<file path="src/rtl/des_key_sched_if.sv">
// Key-schedule handshake bundle: start/load side plus
// the valid/ready round-key stream toward PC-2.
interface des_key_sched_if #(
    parameter int HALF_W = 28,
    parameter int ROUNDS = 16
);
    localparam int KEY_W = 2 * HALF_W;
    localparam int IDX_W = (ROUNDS > 1) ? $clog2(ROUNDS) : 1;

    logic             start;
    logic             mode;
    logic [KEY_W-1:0] key_in;
    logic             busy;
    logic             key_valid;
    logic             key_ready;
    logic [KEY_W-1:0] round_key;
    logic [IDX_W-1:0] round_idx;
    logic             last;

    modport master (
        output start,
        output mode,
        output key_in,
        output key_ready,
        input  busy,
        input  key_valid,
        input  round_key,
        input  round_idx,
        input  last
    );

    modport slave (
        input  start,
        input  mode,
        input  key_in,
        input  key_ready,
        output busy,
        output key_valid,
        output round_key,
        output round_idx,
        output last
    );
endinterface

</file>
<file path="src/rtl/des_key_sched.sv">
// DES-style key schedule: loads {C0,D0} and streams one
// rotated {Cn,Dn} per round, encrypt or reversed decrypt order.
module des_key_sched #(
    parameter int                HALF_W     = 28,
    parameter int                ROUNDS     = 16,
    parameter logic [ROUNDS-1:0] SHIFT_MASK = 16'h8103
) (
    input logic            clk,
    input logic            rst_n,
    des_key_sched_if.slave kif
);
    localparam int KEY_W = 2 * HALF_W;
    localparam int IDX_W = (ROUNDS > 1) ? $clog2(ROUNDS) : 1;
    localparam logic [IDX_W-1:0] LAST_IDX = IDX_W'(ROUNDS - 1);

    // Net rotation of a full encrypt schedule; decrypt starts here.
    function automatic int tot_shift();
        int sum;
        sum = 0;
        for (int r = 0; r < ROUNDS; r++) begin
            sum += SHIFT_MASK[r] ? 1 : 2;
        end
        return sum % HALF_W;
    endfunction

    localparam int TOT = tot_shift();

    function automatic logic [HALF_W-1:0] rotl(
        input logic [HALF_W-1:0] x,
        input int                n
    );
        logic [2*HALF_W-1:0] dbl;
        dbl = {x, x} << (n % HALF_W);
        return dbl[2*HALF_W-1 -: HALF_W];
    endfunction

    function automatic logic [HALF_W-1:0] rotr(
        input logic [HALF_W-1:0] x,
        input int                n
    );
        return rotl(x, HALF_W - (n % HALF_W));
    endfunction

    // one = 1 selects a single-bit step, otherwise two bits
    function automatic logic [HALF_W-1:0] step_l(
        input logic [HALF_W-1:0] x,
        input logic              one
    );
        return one ? rotl(x, 1) : rotl(x, 2);
    endfunction

    function automatic logic [HALF_W-1:0] step_r(
        input logic [HALF_W-1:0] x,
        input logic              one
    );
        return one ? rotr(x, 1) : rotr(x, 2);
    endfunction

    typedef enum logic {
        IDLE,
        RUN
    } state_t;

    state_t              state_q, state_d;
    logic                mode_q, mode_d;
    logic [HALF_W-1:0]   c_q, c_d;
    logic [HALF_W-1:0]   d_q, d_d;
    logic [IDX_W-1:0]    idx_q, idx_d;
    logic                valid_q, valid_d;
    logic                last_q, last_d;

    logic [IDX_W-1:0]    nxt_idx;
    logic [IDX_W-1:0]    dec_pos;
    logic [HALF_W-1:0]   c_in;
    logic [HALF_W-1:0]   d_in;

    assign c_in = kif.key_in[KEY_W-1 -: HALF_W];
    assign d_in = kif.key_in[HALF_W-1:0];

    // Next-state: load on start, advance one round per handshake.
    always_comb begin
        state_d = state_q;
        mode_d  = mode_q;
        c_d     = c_q;
        d_d     = d_q;
        idx_d   = idx_q;
        valid_d = valid_q;
        last_d  = last_q;
        nxt_idx = idx_q + 1'b1;
        dec_pos = LAST_IDX - idx_q;
        unique case (state_q)
            IDLE: begin
                if (kif.start) begin
                    state_d = RUN;
                    mode_d  = kif.mode;
                    valid_d = 1'b1;
                    idx_d   = '0;
                    last_d  = (ROUNDS == 1);
                    if (kif.mode) begin
                        c_d = rotl(c_in, TOT);
                        d_d = rotl(d_in, TOT);
                    end else begin
                        c_d = step_l(c_in, SHIFT_MASK[0]);
                        d_d = step_l(d_in, SHIFT_MASK[0]);
                    end
                end
            end
            RUN: begin
                if (valid_q && kif.key_ready) begin
                    if (idx_q == LAST_IDX) begin
                        state_d = IDLE;
                        valid_d = 1'b0;
                        idx_d   = '0;
                        last_d  = 1'b0;
                    end else begin
                        idx_d  = nxt_idx;
                        last_d = (nxt_idx == LAST_IDX);
                        if (mode_q) begin
                            c_d = step_r(c_q, SHIFT_MASK[dec_pos]);
                            d_d = step_r(d_q, SHIFT_MASK[dec_pos]);
                        end else begin
                            c_d = step_l(c_q, SHIFT_MASK[nxt_idx]);
                            d_d = step_l(d_q, SHIFT_MASK[nxt_idx]);
                        end
                    end
                end
            end
            default: begin
                state_d = IDLE;
            end
        endcase
    end

    // State and output registers; reset discards any partial schedule.
    always_ff @(posedge clk or negedge rst_n) begin
        if (!rst_n) begin
            state_q <= IDLE;
            mode_q  <= 1'b0;
            c_q     <= '0;
            d_q     <= '0;
            idx_q   <= '0;
            valid_q <= 1'b0;
            last_q  <= 1'b0;
        end else begin
            state_q <= state_d;
            mode_q  <= mode_d;
            c_q     <= c_d;
            d_q     <= d_d;
            idx_q   <= idx_d;
            valid_q <= valid_d;
            last_q  <= last_d;
        end
    end

    assign kif.busy      = (state_q == RUN);
    assign kif.key_valid = valid_q;
    assign kif.round_key = {c_q, d_q};
    assign kif.round_idx = idx_q;
    assign kif.last      = last_q;
endmodule

</file>
<file path="src/flat_wrapper.sv">
// flat-port wrapper written by rule: the top's interface ports become plain ports
module des_key_sched_flat 
#(
    parameter int                HALF_W     = 28,
    parameter int                ROUNDS     = 16,
    parameter logic [ROUNDS-1:0] SHIFT_MASK = 16'h8103
)
  (clk, rst_n, kif_start, kif_mode, kif_key_in, kif_key_ready, kif_busy, kif_key_valid, kif_round_key, kif_round_idx, kif_last);
  des_key_sched_if #(.HALF_W(HALF_W), .ROUNDS(ROUNDS)) kif_i ();
  input logic clk;
  input logic rst_n;
  input wire logic [$bits(kif_i.start)-1:0] kif_start;
  input wire logic [$bits(kif_i.mode)-1:0] kif_mode;
  input wire logic [$bits(kif_i.key_in)-1:0] kif_key_in;
  input wire logic [$bits(kif_i.key_ready)-1:0] kif_key_ready;
  output wire logic [$bits(kif_i.busy)-1:0] kif_busy;
  output wire logic [$bits(kif_i.key_valid)-1:0] kif_key_valid;
  output wire logic [$bits(kif_i.round_key)-1:0] kif_round_key;
  output wire logic [$bits(kif_i.round_idx)-1:0] kif_round_idx;
  output wire logic [$bits(kif_i.last)-1:0] kif_last;
  assign kif_i.start = kif_start;
  assign kif_i.mode = kif_mode;
  assign kif_i.key_in = kif_key_in;
  assign kif_i.key_ready = kif_key_ready;
  assign kif_busy = kif_i.busy;
  assign kif_key_valid = kif_i.key_valid;
  assign kif_round_key = kif_i.round_key;
  assign kif_round_idx = kif_i.round_idx;
  assign kif_last = kif_i.last;
  des_key_sched #(.HALF_W(HALF_W), .ROUNDS(ROUNDS), .SHIFT_MASK(SHIFT_MASK)) u_core (.clk(clk), .rst_n(rst_n), .kif(kif_i));
endmodule
</file>
<file path="config.mk">
export PLATFORM = sky130hd
export DESIGN_NAME = des_key_sched_flat
export DESIGN_NICKNAME = d
export VERILOG_FILES = /design/src/rtl/des_key_sched_if.sv /design/src/rtl/des_key_sched.sv /design/src/flat_wrapper.sv
export SDC_FILE = /design/constraint.sdc
export NUM_CORES = 1
export LEC_CHECK = 0
export ABC_AREA = 0
export BUFFER_PORTS_ARGS = -buffer_cell sky130_fd_sc_hd__clkbuf_2
export CAP_MARGIN = 10
export CORE_UTILIZATION = 38
export DETAILED_ROUTE_END_ITERATION = 6
export PLACE_DENSITY_LB_ADDON = 0.15
export RECOVER_POWER = 100
export SLEW_MARGIN = 40
export SYNTH_ARGS = -nofsm -noshare
export SYNTH_HDL_FRONTEND = slang
export SYNTH_SLANG_ARGS = --single-unit
</file>
<file path="constraint.sdc">
create_clock -name clk -period 2.2 [get_ports clk]
set_input_delay 0.11 -clock clk [delete_from_list [all_inputs] [get_ports clk]]
set_output_delay 0.11 -clock clk [all_outputs]
set_load 0.01 [all_outputs]
</file>
==> results of run 1 <==
synthesized netlist by cell type (all sizes together), types with 2 or more instances:
master | instances | share of area, %
and2 | 3 | 0.34
nor2 | 13 | 0.88
inv | 4 | 0.27
ha | 5 | 1.1
mux2i | 170 | 31
a31oi | 3 | 0.34
o31ai | 56 | 7.5
nand2b | 2 | 0.36
and4 | 2 | 0.31
dfrtp | 64 | 29
clkbuf | 10 | 0.67
a21oi | 2 | 0.25
nand3 | 10 | 0.90
o21ai | 8 | 0.79
nand2 | 65 | 4.4
and3 | 3 | 0.34
o21a | 2 | 0.27
a21o | 2 | 0.27
or4 | 2 | 0.27
nor3 | 3 | 0.36
a221oi | 54 | 14
buf | 41 | 5.9
stage by stage:
| step | cells | setup WS (ps) | area (sq um) |
|---|---|---|---|
| detailed placement | 816 | 99.3 | 6490 |
| global route | 833 | 4.79 | 6650 |
| global placement | 816 | 169 | 6490 |
| CTS | 833 | 78.2 | 6810 |
| finish | 833 | 127 | 6650 |
| floorplan | 531 | 151 | 5570 |
layer usage:
layer,up-vias,routed length (um),share of wire (%),global-route usage [%]
met2,121,6870,44,32.4
met4,0,214,1.4,5.12
li1,2303,-,-,-
met3,12,692,4.4,4.70
met1,2369,7780,50,31.1
met5,-,0,0,0
cells by family after synthesis:
kind of cell / Yosys count / share of synthesized area (%)
mux: 171 / 30.7
simple gates: 107 / 8.64
fa+ha+maj: 5 / 1.12
xor+xnor: 1 / 0.157
compound gates: 128 / 23.7
buf+inv: 55 / 6.89
flops: 64 / 28.7
registers in the layout, indices dropped and copies added, names as in the netlist:
signal	flops
u_core.c_q	28
u_core.d_q	28
u_core.kif.round_idx	4
u_core.kif.busy	1
u_core.kif.key_valid	1
u_core.kif.last	1
u_core.mode_q	1
final timing paths:
kind | start | to | slack, ps | depth (start not counted)
min in group asynchronous | rst_n | u_core.d_q[12] | 370 | 2
max in group asynchronous | rst_n | u_core.c_q[1] | 370 | 3
worst max-delay path | u_core.kif.round_idx[0] | u_core.d_q[3] | 130 | 8
worst max register to register | u_core.kif.round_idx[0] | u_core.d_q[3] | 130 | 8
worst min register to register | u_core.kif.last | u_core.kif.last | 490 | 2
worst min-delay path | kif_start | u_core.kif.busy | 8 | 3
critical path, cell delays in order, from the launching register on:
cell,delay (ps)
dfrtp_1,420
ha_2,230
clkbuf_2,140
mux2_2,300
nand2_1,90
o21ai_2,90
buf_8,210
mux2i_1,150
a221oi_1,320
what timing repair did:
action | CTS | global route
endpoints found under the setup margin | 0 | 32
endpoints found under the hold margin | 28 | 0
gates resized for setup | 0 | 2
hold buffers | 1 | 0
final cells by class:
| class | count | area [sq um] |
|---|---|---|
| clock buffer | 11 | 253 |
| inverter | 4 | 15.0 |
| tap | 180 | 225 |
| clock inverter | 5 | 55.1 |
| multi-input combinational | 412 | 3570 |
| fill | 1416 | 7450 |
| sequential | 64 | 1600 |
| timing repair buffer | 157 | 927 |
cell usage in the layout (no fill, tap or decap), types with 2 or more instances in the layout:
master | netlist | layout
mux2i_1 | 170 | 170
nand2_1 | 65 | 65
dfrtp_1 | 64 | 64
clkbuf_2 | 0 | 63
clkbuf_1 | 10 | 62
o31ai_1 | 56 | 56
a221oi_2 | 50 | 43
buf_4 | 3 | 19
nor2_1 | 13 | 12
a221oi_1 | 4 | 11
nand3_1 | 10 | 10
buf_12 | 5 | 10
clkbuf_16 | 0 | 9
o21ai_0 | 7 | 7
inv_1 | 4 | 4
ha_1 | 5 | 4
a31oi_1 | 3 | 3
and3_1 | 3 | 2
a21o_1 | 2 | 2
and2_1 | 3 | 2
nor3_1 | 2 | 2
or4_1 | 2 | 2
o21a_1 | 2 | 2
and4_1 | 2 | 2
clkinv_2 | 0 | 2
clkinvlp_4 | 0 | 2
clkbuf_8 | 0 | 2
report_power, final:
| part | leakage, nW | switching, W | internal [W] |
|---|---|---|---|
| Combinational | 2.10 | 0.00278 | 0.00252 |
| Clock | 0.148 | 0.000552 | 0.000934 |
| Sequential | 0.616 | 0.000878 | 0.00165 |
==> reports/qor.csv, run 1 <==
stage,metric,value,unit
yosys,ys_async_sr_fraction,100,%
global_routing,grt_pass1_vias,4721,
critical_path,cp_data_required_time,2430,ps
floorplanning,dieArea,15200,sq um
hold_path,hold_class,in2reg,
floorplanning,start_util,39.5,%
placement,place.gp.congestion,0.773,
yosys,synth_edf_count,0,
critical_path,arrival,2310,ps
yosys,yosys_most_used_dff,dfrtp_1,
clock_tree,post_cts_buffers,0,
clock_tree,cts.path.max_buffers,2,
yosys,yosys_warnings,0,
power_and_ir_drop,finalPower,0.00931,W
floorplanning,num_rows,43,
timing,rsz0062_at_grt,false,
yosys,syn_nets,597,
drt,via_per_inst,5.77,
timing,worstMarginPinSlew,1000,ps
global_routing,gr-total-overflow,0,
yosys,ys_seq_area_share,28.7,%
drt,num_vias,4805,
global_routing,antenna_found_initial,0,
timing,fmax,482,MHz
timing,period_needed,2070,ps
drt,drtPass1Iterations,6,
drt,route.detailed.drc,0,
final_layout,drive_above_1_share,25.1,%
clock_tree,path_clk_slew,60,ps
global_routing,track_usage,21.5,%
yosys,avgSynthCellArea,10.5,sq um
global_routing,grt_first_pass_wirelength,25400,um
timing,slew_headroom,33.2,%
critical_path,crit_type,reg2reg,
yosys,ys_seq_elements,64,
drt,drtIter0Drc,291,
timing,skew,6.40,ps
timing,final_max_slew_viol_count,0,
drt,avgRoutedWirePerCell,18.7,um
flow_run,max-cap-violations,0,
final_layout,final_util,47.2,%
status,status,"complete, no violations",
floorplanning,die-width,123,um
clock_tree,cts.sinks,64,
clock_tree,cts_tree,built,
final_layout,nNetsFinal,714,
clock_tree,worstSkewPairLatency,350,ps
critical_path,worstPathMaxFanout,27,
timing,hold_viol_final,0,
floorplanning,die_y,123,um
global_routing,grt_max_degree,37,
timing,hold_slack,7.68,ps
clock_tree,root_buffer,clkbuf_16,
power_and_ir_drop,power_density,1400,nW/um^2
yosys,synth.distinct_cells,38,
clock_tree,htree_levels,3,
drt,wirelength,15600,um
timing,fin_tns_setup,0,ps
placement,dp_hpwl,11100,um
floorplanning,core_area,14100,sq um
power_and_ir_drop,p_leak,2.86,nW
yosys,syn_inst,531,
final_layout,antenna_cells,0,
placement,port_buffers,123,
timing,finalSetupViolCount,0,
critical_path,critPathLaunchType,flip-flop,
critical_path,cp-end-kind,flip-flop,
floorplanning,io_pins,124,
power_and_ir_drop,ir_drop,0.746,mV
timing,layout_worst_path_cycle_share,94.2,%
final_layout,area_growth,19.3,%
drt,ant_nets,0,
yosys,synth_area,5570,sq um
clock_tree,numCtsBuffers,9,
No activity file was read; power rests on OpenSTA's default activity.
==> run 2, diff against run 1 <==
--- a/config.mk
+++ b/config.mk
@@ -8,7 +8,9 @@
 export ABC_AREA = 0
 export BUFFER_PORTS_ARGS = -buffer_cell sky130_fd_sc_hd__clkbuf_2
 export CAP_MARGIN = 10
+export CORE_ASPECT_RATIO = 1.1
 export CORE_UTILIZATION = 38
+export CTS_CLUSTER_SIZE = 12
 export DETAILED_ROUTE_END_ITERATION = 6
 export PLACE_DENSITY_LB_ADDON = 0.15
 export RECOVER_POWER = 100
==> run 2 against run 1 <==
The flow now finishes with violations (capacitance limit, slew limit). Critical path depth unchanged. Clock power decreased by 9%. Cell count increased by 1.2%. Count of clock-buffer cells in the layout increased by 3. Utilization decreased by 0.39 points. Routed wire length about the same. First-iteration DRC count decreased by 1.4%. Combinational power increased by 2%. Total power about the same. Register-to-register slack got worse by 50 ps. Hold slack improved by 9.7 ps. Largest power group unchanged. Highest routed layer unchanged.
==> reports/qor.csv, run 2 (synthesis results as in run 1) <==
stage,metric,value,unit,change
drt,dr.max_layer_used,met4,,unchanged
placement,placed_area,6430,sq um,was 6490 sq um
final_layout,final_common_cell,mux2i_1,,unchanged
status,status,finished with violations,,"was complete, no violations"
placement,port_buffers,123,,unchanged
drt,avgRoutedWirePerCell,18.5,um,was 18.7 um
hold_path,hp-start,kif_start,,unchanged
status,violations,"capacitance limit, slew limit",,
critical_path,rr_worst_depth,8,,unchanged
critical_path,regToRegEndpoint,u_core.d_q[26],,was u_core.d_q[3]
floorplanning,io_pins,124,,unchanged
timing,period_needed,2120,ps,was 2070 ps
final_layout,antenna_cells,0,,unchanged
critical_path,cp_data_required_time,2420,ps,was 2430 ps
final_layout,final_area,6730,sq um,was 6650 sq um
clock_tree,cts.path.max_buffers,2,,unchanged
drt,num_vias,4822,,was 4805
drt,via_per_inst,5.72,,was 5.77
timing,slew_headroom,-1.71,%,was 33.2%
drt,ant_nets,0,,unchanged
timing,hold_slack,17.4,ps,was 7.68 ps
drt,drt-met1-wl,7360,um,was 7780 um
clock_tree,worstSkewPairLatency,330,ps,was 350 ps
global_routing,antenna_found_initial,0,,unchanged
floorplanning,num_rows,46,,was 43
placement,dp_slack,28.4,ps,was 99.3 ps
final_layout,layout_common_cells,"170 x mux2i_1, 65 x nand2_1, 64 x dfrtp_1",,unchanged
placement,place.gp.congestion,0.802,,was 0.773
timing,final_max_slew_viol_count,25,,was 0
critical_path,reg2reg_setup_slack,80,ps,was 130 ps
drt,met2_length,7390,um,was 6870 um
floorplanning,die-width,117,um,was 123 um
power_and_ir_drop,finalPower,0.00931,W,about the same
clock_tree,htree_levels,3,,unchanged
floorplanning,start_util,38.7,%,was 39.5%
placement,dp_hpwl,10800,um,was 11100 um
global_routing,grt_max_degree,35,,was 37
timing,hold_viol_final,0,,unchanged
clock_tree,root_buffer,clkbuf_16,,unchanged
critical_path,arrival,2340,ps,was 2310 ps
global_routing,track_usage,20.3,%,was 21.5%
global_routing,grt_pass1_vias,4719,,was 4721
timing,worstMarginPinSlew,1530,ps,was 1000 ps
final_layout,drive_above_1_share,25.8,%,was 25.1%
critical_path,crit_start,u_core.kif.round_idx[0],,unchanged
hold_path,hold_class,in2reg,,unchanged
power_and_ir_drop,p_leak,2.89,nW,was 2.86 nW
timing,layout_setup_ws,79.0,ps,was 127 ps
final_layout,nNetsFinal,714,,unchanged
timing,fmax,471,MHz,was 482 MHz
critical_path,worstPathMaxFanout,27,,unchanged
critical_path,cp-end-kind,flip-flop,,unchanged
clock_tree,cts.sinks,64,,unchanged
clock_tree,cts_tree,built,,unchanged
flow_run,max-cap-violations,1,,was 0
global_routing,grt_first_pass_wirelength,25000,um,was 25400 um
timing,skew,10.6,ps,was 6.40 ps
timing,layout_worst_path_cycle_share,96.4,%,was 94.2%
hold_path,min_to,u_core.kif.busy,,unchanged
hold_path,holdPathStages,3,,unchanged
floorplanning,core_area,14400,sq um,was 14100 sq um
final_layout,final_util,46.8,%,was 47.2%
floorplanning,die_y,129,um,was 123 um
final_layout,area_growth,20.8,%,was 19.3%
timing,finalSetupViolCount,0,,unchanged
drt,wl_met3,594,um,was 692 um
power_and_ir_drop,power_density,1380,nW/um^2,was 1400 nW/um^2
drt,drtPass1Iterations,4,,was 6
drt,route.detailed.drc,0,,unchanged
drt,drtIter0Drc,287,,was 291
global_routing,gr-total-overflow,0,,unchanged
critical_path,r2r-start,u_core.kif.round_idx[0],,unchanged
floorplanning,dieArea,15200,sq um,about the same
critical_path,crit_type,reg2reg,,unchanged
critical_path,critPathLaunchType,flip-flop,,unchanged
drt,wirelength,15600,um,about the same
clock_tree,numCtsBuffers,9,,unchanged
clock_tree,path_clk_slew,60,ps,about the same
power_and_ir_drop,ir_drop,0.793,mV,was 0.746 mV
-- run 2: worst max-delay path by stage --
stage / to / slack [ps] / cells after the start
global route: u_core.d_q[26] / -5 / 8
finish: u_core.d_q[26] / 80 / 8
global placement: u_core.d_q[26] / 120 / 7
CTS: u_core.d_q[26] / 0.5 / 7
floorplan: u_core.c_q[6] / 150 / 9
detailed placement: u_core.d_q[6] / 30 / 7
-- run 2: layout make-up --
cell class,instances,area (sq um)
Sequential cell,64,1600
Clock buffer,14,274
Timing Repair Buffer,157,962
Multi-Input combinational cell,412,3640
Tap cell,192,240
Fill cell,1409,7660
Inverter,4,15.0
-- run 2: routing by layer --
metal,track usage (%),up-vias
met5,0,-
met4,7.69,0
met3,2.90,16
met2,32.9,118
met1,27.7,2377
li1,-,2311
-- run 2: stage by stage --
| stage | cells | setup TNS (ps) |
|---|---|---|
| after detailed placement | 822 | 0 |
| after CTS | 837 | 0 |
| after floorplan | 531 | 0 |
| after global routing | 843 | -6.50 |
| final | 843 | 0 |
| after global placement | 822 | 0 |
-- run 2: timing repair --
item,in CTS,in global routing
setup buffers,0,5
hold buffers,1,0
setup endpoints to repair,0,53
endpoints found under the hold margin,23,0
resized for setup,0,3
-- run 2: critical path, cell delays in order, from the launching register on --
cell and delay (ps):
dfrtp_1 460, inv_1 130, ha_1 230, o21ai_0 200, o32ai_2 120, a21oi_4 210
buf_12 250, mux2i_1 110, a221oi_1 270
-- run 2: where the power goes --
group,switching (W),internal [W],leakage [nW]
logic,0.00283,0.00258,2.13
registers,0.000889,0.00165,0.616
clock network,0.000514,0.000844,0.135
total,0.00423,0.00507,2.89
==> run 3, diff against run 2 <==
--- a/config.mk
+++ b/config.mk
@@ -6,7 +6,7 @@
 export NUM_CORES = 1
 export LEC_CHECK = 0
 export ABC_AREA = 0
-export BUFFER_PORTS_ARGS = -buffer_cell sky130_fd_sc_hd__clkbuf_2
+export BUFFER_PORTS_ARGS = -buffer_cell sky130_fd_sc_hd__buf_2
 export CAP_MARGIN = 10
 export CORE_ASPECT_RATIO = 1.1
 export CORE_UTILIZATION = 38
==> constraint.sdc (replaced) <==
create_clock -name clk -period 2.3 [get_ports clk]
set_input_delay 0.115 -clock clk [delete_from_list [all_inputs] [get_ports clk]]
set_output_delay 0.115 -clock clk [all_outputs]
set_load 0.01 [all_outputs]
==> run 3 against run 2 <==
The run now ends clean. Maximum frequency fell by 1.1%. Sequential power down 6%. Combinational power fell by 12%. Sequential share of layout area rose by 0.68 points. Worst setup slack improved by 76 ps. Critical path depth grew 1. Cell area down 2.8%.
==> reports/qor.csv, run 3 (synthesis results as in run 1) <==
stage,metric,value,unit,change
status,status,"complete, no violations",,was finished with violations
timing,skew,7.08,ps,was 10.6 ps
final_layout,layout_common_cells,"170 x mux2i_1, 65 x nand2_1, 64 x dfrtp_1",,unchanged
clock_tree,cts.path.max_buffers,2,,unchanged
power_and_ir_drop,finalPower,0.00863,W,was 0.00931 W
timing,hold_slack,22.4,ps,was 17.4 ps
critical_path,arrival,2370,ps,was 2340 ps
drt,avgRoutedWirePerCell,18.5,um,about the same
critical_path,crit_family,compound AO/OA/AOI/OAI gates,,unchanged
timing,finalSetupViolCount,0,,unchanged
global_routing,gr-total-overflow,0,,unchanged
placement,place.gp.congestion,0.783,,was 0.802
timing,layout_worst_path_cycle_share,93.2,%,was 96.4%
global_routing,grt_pass1_vias,4743,,was 4719
floorplanning,dieArea,15200,sq um,unchanged
final_layout,drive_above_1_share,22.5,%,was 25.8%
critical_path,cp_num_buf_inv,3,,was 2
drt,drtPass1Iterations,4,,unchanged
timing,hold_viol_final,0,,unchanged
timing,fmax,466,MHz,was 471 MHz
placement,dp_hpwl,10800,um,about the same
floorplanning,num_rows,46,,unchanged
critical_path,critPathLaunchType,flip-flop,,unchanged
power_and_ir_drop,p_leak,2.80,nW,was 2.89 nW
global_routing,grt_max_degree,40,,was 35
floorplanning,io_pins,124,,unchanged
clock_tree,cts_tree,built,,unchanged
critical_path,crit_type,reg2reg,,unchanged
flow_run,max-cap-violations,0,,was 1
timing,final_max_slew_viol_count,0,,was 25
clock_tree,root_buffer,clkbuf_16,,unchanged
global_routing,track_usage,20.3,%,about the same
placement,port_buffers,123,,unchanged
final_layout,n_fill_cell,1485,,was 1409
global_routing,antenna_found_initial,0,,unchanged
critical_path,slowest_stage,o32ai_1,,was dfrtp_1
drt,drtIter0Drc,226,,was 287
timing,fin_tns_setup,0,ps,unchanged
clock_tree,path_clk_slew,50,ps,was 60 ps
timing,rsz0062_at_grt,false,,
drt,ant_nets,0,,unchanged
final_layout,final_common_cell,mux2i_1,,unchanged
drt,via_per_inst,5.72,,about the same
hold_path,hold_class,in2reg,,unchanged
final_layout,antenna_cells,0,,unchanged
critical_path,worstPathMaxFanout,27,,unchanged
timing,slew_headroom,32.5,%,was -1.71%
power_and_ir_drop,ir_drop,0.933,mV,was 0.793 mV
floorplanning,die-width,117,um,unchanged
floorplanning,start_util,38.7,%,unchanged
clock_tree,worstSkewPairLatency,330,ps,about the same
floorplanning,die_y,129,um,unchanged
timing,period_needed,2140,ps,was 2120 ps
drt,route.detailed.drc,0,,unchanged
drt,num_vias,4818,,was 4822
drt,wirelength,15500,um,was 15600 um
critical_path,slowest_delay,390,ps,was 460 ps
final_layout,nNetsFinal,711,,was 714
final_layout,area_growth,17.4,%,was 20.8%
timing,worstMarginPinSlew,1010,ps,was 1530 ps
critical_path,path_cells,buf_4 -> inv_1 -> ha_1 -> o21ai_0 -> o32ai_1 -> a21oi_4 -> buf_12 -> mux2i_1 -> a221oi_1,,was inv_1 -> ha_1 -> o21ai_0 -> o32ai_2 -> a21oi_4 -> buf_12 -> mux2i_1 -> a221oi_1
global_routing,grt_first_pass_wirelength,24800,um,was 25000 um
clock_tree,cts.sinks,64,,unchanged
clock_tree,numCtsBuffers,9,,unchanged
floorplanning,core_area,14400,sq um,unchanged
clock_tree,htree_levels,3,,unchanged
power_and_ir_drop,power_density,1320,nW/um^2,was 1380 nW/um^2
critical_path,cp_data_required_time,2520,ps,was 2420 ps
critical_path,cp-end-kind,flip-flop,,unchanged
[run 3: report_power, final]
part / internal, W / switching, W
registers: 0.00158 / 0.000805
logic: 0.00222 / 0.00255
clock network: 0.000956 / 0.000509
total: 0.00476 / 0.00387
[run 3: worst register-to-register path, stage by stage, from the launching register on]
cell	delay, ps
dfrtp_1	380
buf_4	170
inv_1	100
ha_1	180
o21ai_0	70
o32ai_1	390
a21oi_4	100
buf_12	200
mux2i_1	160
a221oi_1	290
[run 3: routing by layer]
metal | global-route usage (%) | vias up | part of all wire [%]
met3 | 2.73 | 16 | 2.9
met1 | 27.2 | 2395 | 48
li1 | - | 2304 | -
met2 | 34.0 | 103 | 48
met5 | 0 | - | 0
met4 | 6.26 | 0 | 1.3
[run 3: worst paths after layout]
check | startpoint | to | slack [ps] | cells past startpoint
worst max-delay path | u_core.kif.round_idx[0] | u_core.d_q[26] | 160 | 9
worst min-delay path | kif_start | u_core.kif.busy | 20 | 3
worst max register to register | u_core.kif.round_idx[0] | u_core.d_q[26] | 160 | 9
worst min register to register | u_core.kif.last | u_core.kif.last | 470 | 2
max in group asynchronous | rst_n | u_core.c_q[23] | 580 | 3
min in group asynchronous | rst_n | u_core.d_q[15] | 470 | 2
[run 3: repair_timing]
item | 4_1_cts | 5_1_grt
hold buffers | 1 | 0
resized for setup | 0 | 0
setup buffers | 0 | 0
hold endpoints to repair | 15 | 0
[run 3: final cells by class]
cell class | count | area (sq um) | area share, %
clock buffer | 14 | 284 | 4.34
clock inverter | 2 | 35.0 | 0.535
inverter | 4 | 15.0 | 0.229
multi-input combinational | 412 | 3490 | 53.4
sequential | 64 | 1600 | 24.5
tap | 192 | 240 | 3.67
timing repair buffer | 154 | 875 | 13.4
[run 3: stage by stage]
step | instance area, sq um | instances | utilization [%] | worst slack, ps
2_1_floorplan | 5570 | 531 | - | 251
3_3_place_gp | 6410 | 824 | 44.6 | 212
3_5_place_dp | 6430 | 825 | 44.7 | 167
4_1_cts | 6760 | 842 | 47.0 | 157
5_1_grt | 6550 | 842 | 45.5 | 34.6
6_report | 6550 | 842 | 45.5 | 155
